$ cat src/rtl/mips_pipe_pkg.sv
// Shared pipeline-register types: occupancy-state encoding and the per-entry
// header record (valid + control bits) reused by all MIPS stage registers.
package mips_pipe_pkg;

  typedef enum logic [1:0] {
    ST_EMPTY = 2'd0,
    ST_ONE   = 2'd1,
    ST_TWO   = 2'd2
  } pipe_state_e;

  typedef struct packed {
    logic wb_en;
    logic mem_r_en;
    logic mem_w_en;
  } pipe_ctrl_t;

  // Data payload width differs per stage, so it travels beside this record.
  typedef struct packed {
    logic       valid;
    pipe_ctrl_t ctrl;
  } pipe_entry_hdr_t;

endpackage

$ cat src/rtl/pipe_entry_reg.sv
// One pipeline entry: header (valid + control) and a data payload.
// clear drops only the valid bit, load captures header and payload together.
module pipe_entry_reg
  import mips_pipe_pkg::*;
#(
  parameter int PAYLOAD_W = 69
) (
  input  logic                 clk,
  input  logic                 rst,
  input  logic                 load,
  input  logic                 clear,
  input  pipe_entry_hdr_t      hdr_d,
  input  logic [PAYLOAD_W-1:0] payload_d,
  output pipe_entry_hdr_t      hdr_q,
  output logic [PAYLOAD_W-1:0] payload_q
);

  always_ff @(posedge clk or posedge rst) begin
    if (rst) begin
      hdr_q     <= '0;
      payload_q <= '0;
    end else if (clear) begin
      hdr_q.valid <= 1'b0;
    end else if (load) begin
      hdr_q     <= hdr_d;
      payload_q <= payload_d;
    end
  end

endmodule

$ cat src/rtl/exe_mem_skid_reg.sv
// EXE->MEM pipeline register with a one-entry skid buffer so in_ready is
// registered and never depends combinationally on out_ready.
module exe_mem_skid_reg
  import mips_pipe_pkg::*;
#(
  parameter int DATA_W     = 32,
  parameter int REG_ADDR_W = 5
) (
  input  logic                  clk,
  input  logic                  rst,
  input  logic                  flush,
  input  logic                  in_valid,
  output logic                  in_ready,
  input  logic                  WB_EN_in,
  input  logic                  MEM_R_EN_in,
  input  logic                  MEM_W_EN_in,
  input  logic [DATA_W-1:0]     ALU_Res_in,
  input  logic [DATA_W-1:0]     ST_Val_in,
  input  logic [REG_ADDR_W-1:0] Dest_in,
  output logic                  out_valid,
  input  logic                  out_ready,
  output logic                  WB_EN,
  output logic                  MEM_R_EN,
  output logic                  MEM_W_EN,
  output logic [DATA_W-1:0]     ALU_Res,
  output logic [DATA_W-1:0]     ST_Val,
  output logic [REG_ADDR_W-1:0] Dest,
  output logic [1:0]            occupancy,
  output pipe_state_e           state_dbg
);

  localparam int PAYLOAD_W = 2 * DATA_W + REG_ADDR_W;

  // Handshake: a beat moves on a rising edge where valid and ready are both 1.
  // in_ready is a flop; out_valid follows MAIN's valid bit.
  pipe_state_e           state, state_next;
  pipe_entry_hdr_t       in_hdr, main_hdr_d, main_hdr_q, skid_hdr_q;
  logic [PAYLOAD_W-1:0]  in_payload, main_payload_d, main_payload_q, skid_payload_q;
  logic                  main_load, main_clear, skid_load, skid_clear, main_from_skid;
  logic                  xfer_in, xfer_out;

  assign xfer_in  = in_valid & in_ready;
  assign xfer_out = out_valid & out_ready;

  always_comb begin
    in_hdr.valid         = 1'b1;
    in_hdr.ctrl.wb_en    = WB_EN_in;
    in_hdr.ctrl.mem_r_en = MEM_R_EN_in;
    in_hdr.ctrl.mem_w_en = MEM_W_EN_in;
  end

  assign in_payload     = {ALU_Res_in, ST_Val_in, Dest_in};
  assign main_hdr_d     = main_from_skid ? skid_hdr_q     : in_hdr;
  assign main_payload_d = main_from_skid ? skid_payload_q : in_payload;

  always_ff @(posedge clk or posedge rst) begin
    if (rst) begin
      state    <= ST_EMPTY;
      in_ready <= 1'b0;
    end else begin
      state    <= state_next;
      in_ready <= (state_next != ST_TWO);
    end
  end

  always_comb begin
    state_next     = state;
    main_load      = 1'b0;
    main_clear     = 1'b0;
    skid_load      = 1'b0;
    skid_clear     = 1'b0;
    main_from_skid = 1'b0;
    if (flush) begin
      state_next = ST_EMPTY;
      main_clear = 1'b1;
      skid_clear = 1'b1;
    end else begin
      case (state)
        ST_EMPTY: begin
          if (xfer_in) begin
            main_load  = 1'b1;
            state_next = ST_ONE;
          end
        end
        ST_ONE: begin
          case ({xfer_in, xfer_out})
            2'b10: begin
              skid_load  = 1'b1;
              state_next = ST_TWO;
            end
            2'b01: begin
              main_clear = 1'b1;
              state_next = ST_EMPTY;
            end
            2'b11: main_load = 1'b1;
            default: ;
          endcase
        end
        ST_TWO: begin
          if (xfer_out) begin
            main_load      = 1'b1;
            main_from_skid = 1'b1;
            skid_clear     = 1'b1;
            state_next     = ST_ONE;
          end
        end
        default: begin
          main_clear = 1'b1;
          skid_clear = 1'b1;
          state_next = ST_EMPTY;
        end
      endcase
    end
  end

  pipe_entry_reg #(.PAYLOAD_W(PAYLOAD_W)) u_main (
    .clk       (clk),
    .rst       (rst),
    .load      (main_load),
    .clear     (main_clear),
    .hdr_d     (main_hdr_d),
    .payload_d (main_payload_d),
    .hdr_q     (main_hdr_q),
    .payload_q (main_payload_q)
  );

  pipe_entry_reg #(.PAYLOAD_W(PAYLOAD_W)) u_skid (
    .clk       (clk),
    .rst       (rst),
    .load      (skid_load),
    .clear     (skid_clear),
    .hdr_d     (in_hdr),
    .payload_d (in_payload),
    .hdr_q     (skid_hdr_q),
    .payload_q (skid_payload_q)
  );

  // MAIN keeps stale control bits after it empties, hence the gating.
  assign out_valid = main_hdr_q.valid;
  assign WB_EN     = main_hdr_q.ctrl.wb_en    & out_valid;
  assign MEM_R_EN  = main_hdr_q.ctrl.mem_r_en & out_valid;
  assign MEM_W_EN  = main_hdr_q.ctrl.mem_w_en & out_valid;
  assign {ALU_Res, ST_Val, Dest} = main_payload_q;
  assign occupancy = state;
  assign state_dbg = state;

endmodule

$ cat config.mk
export PLATFORM = sky130hd
export DESIGN_NAME = exe_mem_skid_reg
export DESIGN_NICKNAME = d
export VERILOG_FILES = /design/src/rtl/mips_pipe_pkg.sv /design/src/rtl/pipe_entry_reg.sv /design/src/rtl/exe_mem_skid_reg.sv
export SDC_FILE = /design/constraint.sdc
export NUM_CORES = 1
export LEC_CHECK = 0
export CAP_MARGIN = 20
export CORE_ASPECT_RATIO = 0.6
export CORE_MARGIN = 4
export CORE_UTILIZATION = 45
export CTS_CLUSTER_DIAMETER = 100
export DETAILED_ROUTE_END_ITERATION = 8
export GPL_TIMING_DRIVEN = 1
export PLACE_DENSITY = 0.82
export SLEW_MARGIN = 20
export SYNTH_ARGS = -nofsm -noshare
export SYNTH_HDL_FRONTEND = slang
export SYNTH_SLANG_ARGS = --single-unit
$ cat constraint.sdc
create_clock -name clk -period 4.5 [get_ports clk]
set_input_delay 0.45 -clock clk [delete_from_list [all_inputs] [get_ports clk]]
set_output_delay 0.45 -clock clk [all_outputs]
set_load 0.05 [all_outputs]
# --- Word-level counts from Yosys, hierarchy flattened ---
# Index checks and enable logic that the tools add are counted.
totals:
  ff_bits: 149
  input_bits: 77
  output_inout_bits: 78
  word_cells: 58
classes:
  n_mux: 26
  n_bitwise: 7
  n_eq_ne: 6
  reduce_logical: 7
op_table:
  columns: ["cell", "n"]
  rows:
  - ["69-bit 2-to-1 mux", 1]
  - ["1-bit 2-to-1 mux", 14]
  - ["4-bit 2-to-1 mux", 3]
  - ["2-bit equality test, second input constant", 3]
  - ["2-bit 2-to-1 mux", 3]
  - ["2-bit case mux with 3 select lines", 1]
  - ["1-bit AND", 5]
  - ["2-bit by 1-bit equality test with 1-bit output, second input constant", 2]
  - ["1-bit case mux with 2 select lines", 2]
  - ["2-bit case mux with 2 select lines", 1]
  - ["2-bit AND reduction", 2]
  - ["2-bit nonzero test", 2]
  - ["2-bit OR reduction", 2]
  - ["1-bit case mux with 3 select lines", 1]
  - ["2-bit logical NOT", 1]
  - ["2-bit inequality test, second input constant", 1]
  - ["1-bit NOT", 2]

# --- Longest topological paths before layout ---
# Gate-level depths: netlist of the first run.
depth:
  word_depth: 7
  ltp_mapped: 6

# --- By module ---
# A second synthesis of the first run with hierarchy kept.
hier_totals:
  cells_unflattened: 427
  area_unflattened_um2: 7686.1
by_module_without_submodules:
  columns: ["module", "instances", "seq_area_each_um2", "cells_per_inst", "area_each_um2"]
  rows:
  - ["pipe_entry_reg", 2, 1826.8, 157, 3091.7]
  - ["exe_mem_skid_reg", 1, 75.1, 113, 1502.7]

# --- Worst setup path before layout of the first run ---
# OpenSTA, ideal clock, no wires.
synth_path:
  path_kind: "reg-to-reg"
  start: "reg state[0] (netlist: occupancy[0])"
  end: "reg u_main.payload_q[10]"
  period_less_slack_ns: 2.315
  setup_ns: 0.127
  t_required_ns: 4.373
  t_arrival_ns: 2.187
  slack_ns: 2.185
  path_stages_with_launch: 6
  cell_sequence: "dfrtp_1 nand4b_1 clkbuf_1 clkbuf_1 mux2_2 mux2_1"
synth_between:
  elab_chain_len: 6
synth_rtl:
  columns: ["item", "line_no", "rtl"]
  rows:
  - ["from (decl)", "exe_mem_skid_reg.sv:36", "pipe_state_e state, state_next;"]
  - ["from (signal assigned)", "exe_mem_skid_reg.sv:61", "state <= state_next;"]
  - ["2-bit equality test or 2-bit logical NOT (tied branches)", "exe_mem_skid_reg.sv:78", "case (state)"]
  - ["2-bit OR reduction (no source line)", null, null]
  - ["1-bit case mux with 2 select lines", "exe_mem_skid_reg.sv:78", null]
  - ["1-bit 2-to-1 mux", "exe_mem_skid_reg.sv:73", "if (flush) begin"]
  - ["1-bit NOT (no source line)", null, null]
  - ["2-bit AND reduction (no source line)", null, null]
  - ["to (signal assigned)", "pipe_entry_reg.sv:26", "payload_q <= payload_d;"]
  - ["to (decl)", "pipe_entry_reg.sv:15", "output logic [PAYLOAD_W-1:0] payload_q"]
# Parallel ways exist; a longest one is shown, timed or not.
# A chain may end at the register's enable or synchronous reset.

# --- Worst setup path in the final report of the first run ---
layout_path:
  start: "in out_ready"
  end: "reg u_main.payload_q[40]"
layout_between:
  elab_chain_len: 7
layout_rtl:
  columns: ["item", "line_no", "rtl"]
  rows:
  - ["from (decl)", "exe_mem_skid_reg.sv:21", "input logic out_ready,"]
  - ["1-bit AND (*)", "exe_mem_skid_reg.sv:43", "assign xfer_out = out_valid & out_ready;"]
  - ["2-bit by 1-bit equality test with 1-bit output", "exe_mem_skid_reg.sv:86", "case ({xfer_in, xfer_out})"]
  - ["1-bit 2-to-1 mux", "exe_mem_skid_reg.sv:86", null]
  - ["1-bit case mux with 2 select lines", "exe_mem_skid_reg.sv:78", null]
  - ["1-bit 2-to-1 mux", "exe_mem_skid_reg.sv:73", null]
  - ["1-bit NOT (no source line)", null, null]
  - ["2-bit AND reduction (no source line)", null, null]
# Mark *: on every way between the ends. The rest lies on a longest branch, timed or not.

==> reports/metrics.cfg, run 1 <==
[timing]
tns_ns=0
worst_slack_ns=1.89
rsz0062_at_grt=false
skew_ns=0.0101
finalCriticalPeriod_ns=2.61
hold_viol=0
worstMarginPinSlew_ns=0.873
relSlewSlack_pct=41.8
setup_viol=0
final_max_slew_viol_count=0
min_period_over_period_pct=58.0
timing.fmax_mhz=383

[grt]
grt_max_degree=92
grt-busiest-layer=met2
grt_pass1_wl_um=23500
grtUsageTotal_pct=18.2
grt_use_met2_pct=30.6
overflow=0
grt_antenna_before_repair=0
met3_usage_pct=5.25
use_met1_pct=23.7
grt_pass1_vias=4527

[setup_path]
arrival_ns=2.90
crit_fanout=60
critical_path_class=input port to flip-flop
reg2reg_depth=4
critical_path.endpoint_type=flip-flop
cp-start-kind=input port
crit_required_ns=4.79
r2r_slack_ns=1.91

[power]
power_density_mw_per_mm2=700
pwr-share-clk_pct=23.2
p_seq_share_pct=37.1
p_comb_share_pct=39.7
leakage_nw=3.62
p_int_mw=3.88
netSwitchingFraction_pct=37.5
peakVddDrop_mv=0.452
switchingPower_mw=2.32

[final_layout]
final-instance-count-excl-fill=779
drive_gt1_share_pct=41.7
area_delta_synth_final_pct=35.4
fillerInstances=1043
diodes=0
final_nets=651

[cts]
root_buffer=clkbuf_16
cts_tree=yes
cts_htree_levels=4
numCtsBuffers=17
clk_latency_ns=0.41
clk_pin_slew_ns=0.06
cts_sinks=149
cts_hold_buf=0
clock_tree.buffer_depth=2
cts_resized=0
post_cts_buffers=0

[detailed_routing]
first_pass_iters=4
wire_per_inst_um=18.8
vias=4010
wirelength_um=14700
via_per_inst=5.15
antenna_left=0
drcViolationCount=0
drtIter0Drc=178

[yosys]
synth.distinct_cells=28
synth_top_area_share_pct=57.0
synth.area.top_cells=dfrtp_1, mux2_2, mux2_1
syn_inst=420
ys_warn_count=0
avgSynthCellArea_um2=15.6
ys_seq_area_share_pct=57.0
ys_ff_latch=149
netlist.top_cell.by_area=dfrtp_1
synthesis.area_mm2=0.00654
syn-num-nets=497

[die]
die-width_um=164
design.die.area_mm2=0.0166
die_y_um=101
rows=33
ios=155
fp.coreArea_mm2=0.0140
initial_utilization_pct=46.9

[min_path]
hold_class=flip-flop to flip-flop
hold_path_depth=1

[place]
hpwlAfterDp_um=9880
place.port_buffers=154
dp_cells=747
gp_congestion=0.715
post-place-ws_ns=1.54

[status]
outcome=finished, final reports clean

[flow_run]
drv_cap=0

placed cells by master (no fill, tap or decap), types with 2 or more instances in the layout:
master,count
nand3b_1,2
mux2_2,204
and2_1,3
buf_12,3
clkdlybuf4s50_1,154
buf_4,4
clkbuf_1,2
inv_6,3
a21oi_1,3
mux2_1,12
clkinv_2,4
nand4b_1,2
bufinv_16,3
clkinvlp_4,2
nand2b_1,2
clkbuf_16,17
dfrtp_1,149
cells in the mapped netlist:
library cell and n:
buf_2 8, o32a_1 1, a221oi_4 1, clkbuf_1 9
nand2_1 1, nor2_1 1, o31ai_1 1, nand3b_1 2
dfrtp_1 149, mux2_1 12, a21oi_1 3, nand2b_1 2
mux2_2 204, and4_1 1, nor2b_1 1, a21boi_0 1
inv_1 2, buf_4 2, a211o_1 1, buf_6 7
a221oi_1 1, a21o_1 1, a41oi_1 1, nand3_1 1
or2_2 1, o21ai_0 1, nand4b_1 2, and2_1 3
state kept, by name, indices dropped and copies added, names as in the netlist:
name,flops
in_ready,1
u_main.payload_q,69
u_skid.hdr_q,4
occupancy,2
u_skid.payload_q,69
u_main.hdr_q,4
power groups by stage:
stage	combinational (mW)	sequential (mW)	clock, mW
after CTS	2.49	2.30	1.46
after detailed placement	2.48	2.32	0
after global routing	2.58	2.37	1.53
after floorplan	0.741	3.18	0
final	2.46	2.30	1.44
after global placement	2.42	2.27	0
logic make-up after synthesis:
group,synth area share [%]
flip-flops,57.0
AND/OR/NAND/NOR,1.49
buffers and inverters,2.68
multiplexers,37.2
AO/OA/AOI/OAI,1.61
through the flow:
stage	total power [mW]	util, %	hold slack (ns)	area, µm²
final	6.20	63.4	0.497	8850
after global routing	6.48	63.4	0.518	8850
after CTS	6.25	63.4	0.492	8850
after detailed placement	4.80	59.2	0.478	8260
after global placement	4.69	59.2	0.468	8260
after floorplan	3.92	-	0.473	6540
cell type report:
cell class,instances,area [µm²],share of cell area (%)
Tap cell,192,240,2.71
Timing Repair Buffer,161,1630,18.4
Multi-Input combinational cell,243,2640,29.8
Clock inverter,12,151,1.71
Inverter,2,12.5,0.141
Clock buffer,20,447,5.05
Sequential cell,149,3730,42.1
critical path: stages:
cell	delay, ns
clkdlybuf4s50_1	0.61
nand2_1	0.17
a221oi_4	0.82
buf_12	0.41
mux2_2	0.38
per-layer routing:
metal  wire [µm]  share of wire, %
met5           0                 0
met4          64              0.44
met3         823               5.6
met2        7080                48
met1        6680                46
path summary, 6_finish.rpt:
kind	from	endpoint
min in group asynchronous	rst	u_skid.payload_q[45]
max in group asynchronous	rst	u_main.payload_q[21]
max	out_ready	u_main.payload_q[40]
min reg2reg	u_main.payload_q[13]	u_main.payload_q[13]
max reg2reg	occupancy[1]	u_main.payload_q[40]
min	u_main.payload_q[13]	u_main.payload_q[13]
(Power assumes the default switching activity.)
==> run 2, diff against run 1 <==
--- a/config.mk
+++ b/config.mk
@@ -8,11 +8,11 @@
 export CAP_MARGIN = 20
 export CORE_ASPECT_RATIO = 0.6
 export CORE_MARGIN = 4
-export CORE_UTILIZATION = 45
+export CORE_UTILIZATION = 50
 export CTS_CLUSTER_DIAMETER = 100
 export DETAILED_ROUTE_END_ITERATION = 8
 export GPL_TIMING_DRIVEN = 1
-export PLACE_DENSITY = 0.82
+export PLACE_DENSITY = 0.86
 export SLEW_MARGIN = 20
 export SYNTH_ARGS = -nofsm -noshare
 export SYNTH_HDL_FRONTEND = slang
==> constraint.sdc (replaced) <==
create_clock -name clk -period 2.4 [get_ports clk]
set_input_delay 0.24 -clock clk [delete_from_list [all_inputs] [get_ports clk]]
set_output_delay 0.24 -clock clk [all_outputs]
set_load 0.05 [all_outputs]
==> run 2 against run 1 <==
Net effect: final cell count down 2.3%; critical path depth down 3; wire length down 3.3%; sequential power up 87%; via count down 0.72%; combinational power up 89%; core utilization up 6.0 points; power up 86%; largest cell class unchanged; largest power group unchanged.
==> reports/metrics.cfg, run 2 (synthesized netlist as in run 1, its figures left out) <==
[cts]
root_buffer=clkbuf_16
post_cts_buffers=0
cts_sinks=149
numCtsBuffers=17
cts_resized=0
clk_latency_ns=0.40
clk_pin_slew_ns=0.06
clock_tree.buffer_depth=2
cts_htree_levels=4
cts_tree=yes
cts_hold_buf=0

[detailed_routing]
first_pass_iters=4
wl_met1_um=6590
via_per_inst=5.23
wire_per_inst_um=18.6
met3_length_um=903
wirelength_um=14200
drcViolationCount=0
drtIter0Drc=163
antenna_left=0
vias=3981
dr.max_layer_used=met4
wl_met2_um=6610

[power]
finalPower_mw=11.5
leakage_nw=3.65
power_density_mw_per_mm2=1290
peakVddDrop_mv=0.749

[place]
gp_congestion=0.784
postPlaceCellArea_mm2=0.00832
place.port_buffers=154
hpwlAfterDp_um=9780

[setup_path]
critical_path.endpoint_type=primary output
arrival_ns=2.02
cp.buffers_inverters=1
slowest_stage=clkdlybuf4s50_1
crit_fanout=11
critPathTopFamily=buffers and inverters
cp_num_cells=2
reg2reg_depth=4
cp-start-kind=flip-flop
cp_slowest_stage_delay_ns=0.85
cp_cell_sequence=and2_1 -> clkdlybuf4s50_1
crit_required_ns=2.16
critical_path_class=flip-flop to primary output

[timing]
hold_viol=0
worstMarginPinSlew_ns=0.560
setup_viol=0
finalCriticalPeriod_ns=2.26
rsz0062_at_grt=false
min_period_over_period_pct=94.0
hold_ws_ns=0.189
relSlewSlack_pct=62.5
tns_ns=0
timing.fmax_mhz=443
skew_ns=0.00673
final_max_slew_viol_count=0

[status]
outcome=finished, final reports clean

[grt]
grt_antenna_before_repair=0
grt_pass1_wl_um=23000
grt_max_degree=64
grtUsageTotal_pct=19.8
overflow=0
grt_pass1_vias=4413

[final_layout]
final_common_cell=mux2_2
post-route-util_pct=69.5
largestRegisters=u_main.payload_q: 69 flops, u_skid.payload_q: 69 flops
drive_gt1_share_pct=41.8
fillerInstances=891
layout_common_cells=mux2_2, clkdlybuf4s50_1, dfrtp_1, clkbuf_16, mux2_1
area_delta_synth_final_pct=36.1
layout.cell_area.non_filler_mm2=0.00890
diodes=0
final_nets=655

[min_path]
hold_class=input port to async pin

[die]
fp.coreArea_mm2=0.0128
ios=155
design.die.area_mm2=0.0150
die_y_um=96.6
rows=32
initial_utilization_pct=51.0
die-width_um=156

[flow_run]
drv_cap=0

run 2: final cells by class:
class	count	area [µm²]	share of cell area [%]
sequential	149	3730	41.9
multi-input combinational	243	2640	29.7
timing repair buffer	165	1720	19.4
clock buffer	24	482	5.41
tap	170	213	2.39
clock inverter	8	98.8	1.11
inverter	2	11.3	0.127
run 2: report_power, final:
part / internal (mW) / switching, mW / total, mW
sequential: 3.66 / 0.639 / 4.30
clock: 1.61 / 0.965 / 2.58
combinational: 1.97 / 2.68 / 4.64
run 2: worst paths after layout:
| kind | startpoint | to | slack [ns] |
|---|---|---|---|
| max reg2reg | occupancy[1] | u_main.payload_q[22] | 0.34 |
| min in group clk | ST_Val_in[5] | u_skid.payload_q[10] | 0.47 |
| max | u_main.hdr_q[3] | MEM_W_EN | 0.14 |
| min reg2reg | u_main.payload_q[17] | u_main.payload_q[17] | 0.49 |
| min | rst | u_main.payload_q[22] | 0.19 |
| max in group asynchronous | rst | u_skid.payload_q[55] | 1.58 |
run 2: stage by stage:
| step | std cells | worst slack (ns) |
|---|---|---|
| CTS | 761 | 0.140 |
| global route | 761 | 0.0580 |
| detailed placement | 729 | 0.174 |
| floorplan | 420 | 0.0851 |
| global placement | 729 | 0.237 |
| finish | 761 | 0.145 |
run 2: worst register-to-register path: stages (launching register included):
cell	delay, ns
dfrtp_1	0.48
or2_2	0.35
a221oi_4	0.42
buf_4	0.32
mux2_2	0.37
run 2: per-layer routing:
layer | GRT usage (%) | vias up
li1 | - | 1844
met2 | 32.2 | 115
met5 | 0 | -
met3 | 6.32 | 6
met4 | 4.37 | 0
met1 | 26.5 | 2016
==> run 3, diff against run 2 <==
--- a/config.mk
+++ b/config.mk
@@ -6,13 +6,15 @@
 export NUM_CORES = 1
 export LEC_CHECK = 0
 export CAP_MARGIN = 20
+export CELL_PAD_IN_SITES_DETAIL_PLACEMENT = 0
+export CELL_PAD_IN_SITES_GLOBAL_PLACEMENT = 2
 export CORE_ASPECT_RATIO = 0.6
 export CORE_MARGIN = 4
-export CORE_UTILIZATION = 50
+export CORE_UTILIZATION = 35
 export CTS_CLUSTER_DIAMETER = 100
 export DETAILED_ROUTE_END_ITERATION = 8
 export GPL_TIMING_DRIVEN = 1
-export PLACE_DENSITY = 0.86
+export PLACE_DENSITY = 0.87
 export SLEW_MARGIN = 20
 export SYNTH_ARGS = -nofsm -noshare
 export SYNTH_HDL_FRONTEND = slang
==> run 3 against run 2 <==
Net effect: final cell count grew 9.1%; maximum frequency about the same; sequential power about the same; cell area increased by 0.84%; wire length increased by 7.9%; global-route usage decreased by 5.1 points; critical path type unchanged.
==> reports/metrics.cfg, run 3 (synthesized netlist as in run 1, its figures left out) <==
[status]
outcome=finished, final reports clean

[detailed_routing]
antenna_left=0
wirelength_um=15300
first_pass_iters=4
vias=4039
drcViolationCount=0
drtIter0Drc=132
wire_per_inst_um=18.4
via_per_inst=4.87

[final_layout]
drive_gt1_share_pct=42.2
final_nets=654
post-route-util_pct=49.3
final_common_cell=mux2_2
multi_input_area_mm2=0.00264
layout.cell_area.non_filler_mm2=0.00897
largestRegisters=u_main.payload_q: 69 flops, u_skid.payload_q: 69 flops
regArea_mm2=0.00373
fillerInstances=1562
diodes=0
area_delta_synth_final_pct=37.3
layout_common_cells=mux2_2, clkdlybuf4s50_1, dfrtp_1, clkbuf_16, mux2_1

[die]
fp.coreArea_mm2=0.0182
die-width_um=184
rows=38
ios=155
die_y_um=114
design.die.area_mm2=0.0210
initial_utilization_pct=35.9

[grt]
grtUsageTotal_pct=14.7
grt_max_degree=85
grt_antenna_before_repair=0
overflow=0
grt_pass1_vias=4450
grt_pass1_wl_um=24500

[timing]
tns_ns=0
skew_ns=0.0142
hold_ws_ns=0.293
relSlewSlack_pct=61.4
min_period_over_period_pct=93.9
finalCriticalPeriod_ns=2.25
final_max_slew_viol_count=0
rsz0062_at_grt=false
hold_viol=0
setup_viol=0
worstMarginPinSlew_ns=0.577
timing.fmax_mhz=444

[setup_path]
crit_required_ns=2.16
critical_path.endpoint_type=primary output
critical_path_class=flip-flop to primary output
arrival_ns=2.01
cp_slowest_stage_delay_ns=0.82
r2r_slack_ns=0.34
cp-start-kind=flip-flop
cp_cell_sequence=and2_1 -> clkdlybuf4s50_1
reg2reg_depth=4
r2r-start=occupancy[1]
crit_fanout=11
critPathTopFamily=buffers and inverters
slowest_stage=clkdlybuf4s50_1
cp.buffers_inverters=1
worstReg2RegEnd=u_main.payload_q[48]

[cts]
clock_tree.buffer_depth=2
root_buffer=clkbuf_16
numCtsBuffers=17
cts_hold_buf=0
cts_resized=0
cts_htree_levels=4
cts_sinks=149
clk_latency_ns=0.41
clk_pin_slew_ns=0.06
post_cts_buffers=0
cts_tree=yes

[power]
peakVddDrop_mv=0.573
finalPower_mw=11.5
power_density_mw_per_mm2=1290
leakage_nw=3.63

[min_path]
hold_class=input port to async pin

[place]
postPlaceCellArea_mm2=0.00840
hpwlAfterDp_um=10400
place.port_buffers=154
gp_congestion=0.802

[flow_run]
drv_cap=0

==> run 3: layout make-up <==
class / count / area share, %
clock buffer: 20 / 5.09
clock inverter: 12 / 1.32
inverter: 2 / 0.125
multi-input combinational: 243 / 29.4
sequential: 149 / 41.5
tap: 240 / 3.35
timing repair buffer: 164 / 19.1
==> run 3: worst max-delay path by stage <==
| stage | from | endpoint | slack, ns | cells past startpoint |
|---|---|---|---|---|
| global route | u_main.hdr_q[3] | MEM_W_EN | 0.06 | 2 |
| finish | u_main.hdr_q[3] | MEM_W_EN | 0.15 | 2 |
| global placement | out_ready | u_main.payload_q[59] | 0.26 | 5 |
| detailed placement | out_ready | u_main.payload_q[57] | 0.16 | 5 |
| floorplan | occupancy[0] | u_main.payload_q[10] | 0.09 | 5 |
| CTS | u_main.hdr_q[3] | MEM_W_EN | 0.12 | 2 |
==> run 3: where the power goes <==
| part | total, mW | leakage (nW) | internal, mW | switching (mW) |
|---|---|---|---|---|
| clock | 2.59 | 0.262 | 1.50 | 1.09 |
| sequential | 4.32 | 1.77 | 3.66 | 0.657 |
| combinational | 4.64 | 1.60 | 1.96 | 2.68 |
| total | 11.5 | 3.63 | 7.12 | 4.43 |
==> run 3: routing by layer <==
metal | track usage [%] | wire length, µm | part of all wire [%]
met2 | 21.8 | 6600 | 43
met3 | 4.14 | 909 | 5.9
met4 | 3.10 | 92 | 0.60
met5 | 0 | 0 | 0
met1 | 21.7 | 7700 | 50
==> run 3: tightest hold or removal path, cell delays in order <==
cell and delay, ns:
clkdlybuf4s50_1 0.44, clkinvlp_4 0.13, buf_12 0.30
==> run 3: through the flow <==
stage	instances	setup WS (ns)
2_1_floorplan	420	0.0851
3_3_place_gp	798	0.261
3_5_place_dp	798	0.160
4_1_cts	830	0.123
5_1_grt	830	0.0621
6_report	830	0.146
